===== src/rtl/fetch_controller.sv =====
// Fetch/decode sequencer for the PC + program ROM + fetch-register datapath.
// Handles single-byte instructions, two-byte JMP/JZ, and HALT.
module fetch_controller #(
  parameter int unsigned ADDR_W  = 12,
  parameter logic [3:0]  OP_JMP  = 4'b1100,
  parameter logic [3:0]  OP_JZ   = 4'b1101,
  parameter logic [3:0]  OP_HALT = 4'b1111
) (
  input  logic              clock,
  input  logic              reset,
  input  logic              run,
  input  logic [3:0]        instr,
  input  logic [3:0]        operand,
  input  logic              zero_flag,
  output logic              en_pc,
  output logic              en_fetch,
  output logic              load_pc,
  output logic [ADDR_W-1:0] load_addr,
  output logic              exec_valid,
  output logic              halted,
  output logic [7:0]        retired,
  output logic [2:0]        state_dbg
);

  typedef enum logic [2:0] {
    IDLE   = 3'd0,
    FETCH  = 3'd1,
    DECODE = 3'd2,
    EXEC   = 3'd3,
    JFETCH = 3'd4,
    JLOAD  = 3'd5,
    HALT   = 3'd6
  } state_t;

  state_t            state_q, state_d;
  logic [3:0]        target_hi_q, target_hi_d;
  logic              jz_pending_q, jz_pending_d;
  logic [7:0]        retired_q, retired_d;
  logic [ADDR_W-1:0] load_addr_q, load_addr_d;

  logic [ADDR_W-1:0] jmp_tgt;
  logic [7:0]        retired_inc;
  logic              take;

  // Jump target: high nibble from the first byte, low byte from the second.
  assign jmp_tgt     = ADDR_W'({target_hi_q, instr, operand});
  assign retired_inc = (retired_q == 8'hFF) ? retired_q : retired_q + 8'd1;
  assign take        = !jz_pending_q || zero_flag;

  always_ff @(posedge clock or posedge reset) begin
    if (reset) begin
      state_q      <= IDLE;
      target_hi_q  <= '0;
      jz_pending_q <= 1'b0;
      retired_q    <= '0;
      load_addr_q  <= '0;
    end else begin
      state_q      <= state_d;
      target_hi_q  <= target_hi_d;
      jz_pending_q <= jz_pending_d;
      retired_q    <= retired_d;
      load_addr_q  <= load_addr_d;
    end
  end

  always_comb begin
    state_d      = state_q;
    target_hi_d  = target_hi_q;
    jz_pending_d = jz_pending_q;
    retired_d    = retired_q;
    load_addr_d  = load_addr_q;
    en_pc        = 1'b0;
    en_fetch     = 1'b0;
    load_pc      = 1'b0;
    load_addr    = load_addr_q;
    exec_valid   = 1'b0;
    halted       = 1'b0;

    case (state_q)
      IDLE: begin
        if (run) state_d = FETCH;
      end
      FETCH: begin
        en_fetch = 1'b1;
        en_pc    = 1'b1;
        state_d  = DECODE;
      end
      DECODE: begin
        if (instr == OP_HALT) begin
          state_d = HALT;
        end else if (instr == OP_JMP || instr == OP_JZ) begin
          target_hi_d  = operand;
          jz_pending_d = (instr == OP_JZ);
          state_d      = JFETCH;
        end else begin
          state_d = EXEC;
        end
      end
      EXEC: begin
        exec_valid = 1'b1;
        retired_d  = retired_inc;
        state_d    = run ? FETCH : IDLE;
      end
      JFETCH: begin
        en_fetch = 1'b1;
        en_pc    = 1'b1;
        state_d  = JLOAD;
      end
      JLOAD: begin
        // Not-taken needs no PC action: JFETCH already stepped past byte 2.
        load_addr   = jmp_tgt;
        load_addr_d = jmp_tgt;
        en_pc       = take;
        load_pc     = take;
        retired_d   = retired_inc;
        state_d     = run ? FETCH : IDLE;
      end
      HALT: begin
        halted = 1'b1;
      end
      default: state_d = IDLE;
    endcase
  end

  assign retired   = retired_q;
  assign state_dbg = state_q;

endmodule

===== config.mk =====
export PLATFORM = sky130hd
export DESIGN_NAME = fetch_controller
export DESIGN_NICKNAME = d
export VERILOG_FILES = /design/src/rtl/fetch_controller.sv
export SDC_FILE = /design/constraint.sdc
export NUM_CORES = 1
export LEC_CHECK = 0
export CAP_MARGIN = 20
export CORE_ASPECT_RATIO = 0.6
export CORE_MARGIN = 5
export CORE_UTILIZATION = 40
export DETAILED_ROUTE_END_ITERATION = 10
export DONT_BUFFER_PORTS = 1
export MAX_ROUTING_LAYER = met4
export PLACE_DENSITY = 0.59
export SKIP_CTS_REPAIR_TIMING = 1
export SLEW_MARGIN = 20
export SYNTH_ARGS = -nofsm -noshare
export SYNTH_HDL_FRONTEND = slang
export SYNTH_SLANG_ARGS = --single-unit

===== constraint.sdc =====
create_clock -name clock -period 2 [get_ports clock]
set_input_delay 0.2 -clock clock [delete_from_list [all_inputs] [get_ports clock]]
set_output_delay 0.2 -clock clock [all_outputs]
set_load 0.05 [all_outputs]

==> impl_metrics.csv <==
group,metric,value,unit
outcome,outcome,"completed",
sta,hold_viol_final,0,
die,dieArea,0.00455,sq mm
synthesis,netlist-cell-type-count,31,
grt,grt_start_max_net_pins,29,
setup_path,slowest_stage,"dfrtp_1",
setup_path,worst_setup_path_end_kind,"output port",
routing,drcViolationCount,0,
synthesis,ys_warn_count,0,
cts,cts_made_buffers,3,
synthesis,synth_area,0.00131,sq mm
cts,cts_buffer_depth,2,
cts,cts_tree,"built",
routing,drtIter0Drc,32,
synthesis,synth.avg_cell_area,12.7,sq um
placed_design,port_buffers,0,
die,die_height,54.3,um
synthesis,yosysSeqAreaShare,53.6,%
worst_hold_path,min-delay-start,"operand[1]",
cts,cts_root_buffer,"clkbuf_8",
setup_path,cp_data_arrival_time,1.64,ns
sta,fin_crit,1.84,ns
worst_hold_path,min_path_type,"in2reg",
sta,worstMarginPinSlew,0.363,ns
setup_path,crit_type,"reg2out",
run,drv_cap,0,
grt,antenna_found_initial,0,
sta,maxSlewViolCount,0,
routing,wirelength,2620,um
routing,first_pass_iters,4,
die,core_area,0.00320,sq mm
setup_path,startpoint,"state_dbg[2]",
cts,clock_latency,0.27,ns
layout,syn_to_final_growth,17.9,%
routing,vias,852,
routing,wire_per_inst,15.8,um
sta,rsz0062_at_grt,"false",
setup_path,cp.required,1.80,ns
die,dieWidth,83.8,um
layout,fin_nets,135,
routing,postRouteAntennaNets,0,
grt,groute.usage.overall,12.0,%
grt,grt_pass1_wl,4040,um
synthesis,synthCells,103,
die,num_rows,16,
cts,clk_pin_slew,0.09,ns
cts,htreeDepth,1,
layout,ff_latch_area,702,sq um
placed_design,hpwl,2030,um
placed_design,gp_congestion,0.751,
routing,vias_per_cell,5.13,
die,pin_count,40,
synthesis,synth-seq-cells,28,
sta,max_freq,544,MHz
layout,multi_input_area,574,sq um
layout,fillers,287,
setup_path,max_stage_delay,0.51,ns
sta,fin_skew,0.00383,ns
grt,first_global_vias,799,
setup_path,path_max_fanout,13,
die,start_util,40.8,%
sta,slew_headroom,75.8,%
synthesis,synth_fp_nets,116,
sta,period_share,91.8,%
setup_path,rr_startpoint,"retired[0]",
sta,setup_violations,0,
grt,overflow,0,
setup_path,cp-start-kind,"register",
layout,diodes,0,
sta,tns,0,ns
setup_path,crit_chain,"nand3b_1 -> buf_4 -> mux2_2",
cts,cts_sinks,28,
layout,drive_above_1_share,42.1,%
[flip-flops by register name, summed over array words and instances (netlist names)]
name          count
load_addr_q      12
retired           8
state_dbg         3
jz_pending_q      1
target_hi_q       4
[placed cells by master, fill, tap and decap left out, types with 2 or more instances in the layout]
cell,instances
nor3_1,4
xnor2_1,2
mux2_1,2
nand3_1,4
nand2b_1,3
inv_1,4
buf_4,17
mux2_2,22
nand2_1,5
dfrtp_1,27
clkbuf_8,4
nor2_1,4
o21ai_0,2
[layer usage]
metal,track usage (%),vias up,part of all wire [%]
li1,-,405,-
met1,15.3,421,46
met2,18.3,24,46
met3,5.11,2,7.7
met4,1.60,0,0.31
met5,-,-,0
[per-stage QoR]
stage	instances	hold WS (ns)	util, %	cell area, sq um	worst slack, ns
4_1_cts	165	-0.115	47.7	1530	0.0192
3_3_place_gp	161	0.178	46.0	1470	0.364
3_5_place_dp	161	0.186	46.0	1470	0.329
5_1_grt	166	0.0590	48.1	1540	0.0684
6_report	166	0.0755	48.1	1540	0.163
2_1_floorplan	103	0.265	-	1320	-0.270
[cell usage after synthesis]
cell | number | area (sq um)
a221oi_1 | 1 | 8.76
a41oi_1 | 1 | 8.76
ha_1 | 1 | 12.5
nor3_1 | 4 | 20.0
nand2b_1 | 3 | 18.8
mux2_2 | 22 | 248
a41o_1 | 1 | 10.0
nor3b_1 | 2 | 15.0
a21o_1 | 1 | 7.51
inv_1 | 4 | 15.0
xnor2_2 | 1 | 16.3
nor4_2 | 1 | 12.5
o211ai_1 | 1 | 7.51
o2111ai_1 | 1 | 8.76
nand3_1 | 4 | 20.0
buf_4 | 2 | 15.0
nand3b_1 | 1 | 7.51
and4bb_2 | 1 | 12.5
or2_2 | 1 | 6.26
and3_1 | 1 | 6.26
o21ai_0 | 2 | 10.0
dfrtp_1 | 28 | 701
nor4b_2 | 1 | 15.0
a21oi_1 | 1 | 5.00
buf_2 | 2 | 10.0
xor2_1 | 1 | 8.76
nand4_1 | 1 | 6.26
nand2_1 | 5 | 18.8
nor2_1 | 4 | 15.0
mux2_1 | 2 | 22.5
xnor2_1 | 2 | 17.5
[cell families after synthesis]
kind of cell,count (synthesis),share of synthesized area (%)
AOI/OAI and AO/OA,9,5.08
xor gates and xnor gates,4,3.26
muxes,24,20.7
and+or+nand+nor,29,13.3
DFF,28,53.6
buffers and inverters,8,3.06
adders and majority gates,1,0.958
[path summary, 6_finish.rpt]
| path | depth (start not counted) | to | slack, ns |
|---|---|---|---|
| max in group asynchronous | 3 | state_dbg[1] | 1.29 |
| setup / recovery | 3 | load_addr[9] | 0.16 |
| min in group asynchronous | 3 | state_dbg[1] | 0.43 |
| setup reg to reg | 4 | retired[1] | 0.35 |
| hold / removal | 1 | target_hi_q[1] | 0.08 |
| hold reg to reg | 1 | target_hi_q[1] | 0.53 |
[critical path, delay by kind of cell (launching register included)]
family	cells	cell delay, ns
buf+inv	1	0.23
flops	1	0.51
mux	1	0.49
simple gates	1	0.14
[final cells by class]
| type | instances | area share [%] |
|---|---|---|
| sequential | 28 | 45.6 |
| multi-input combinational | 67 | 37.3 |
| clock buffer | 4 | 3.57 |
| timing repair buffer | 18 | 8.94 |
| inverter | 4 | 0.975 |
| tap | 45 | 3.66 |
Power is not shown: default switching activity piles up to over one toggle a cycle in this logic, so the estimate is an artifact.
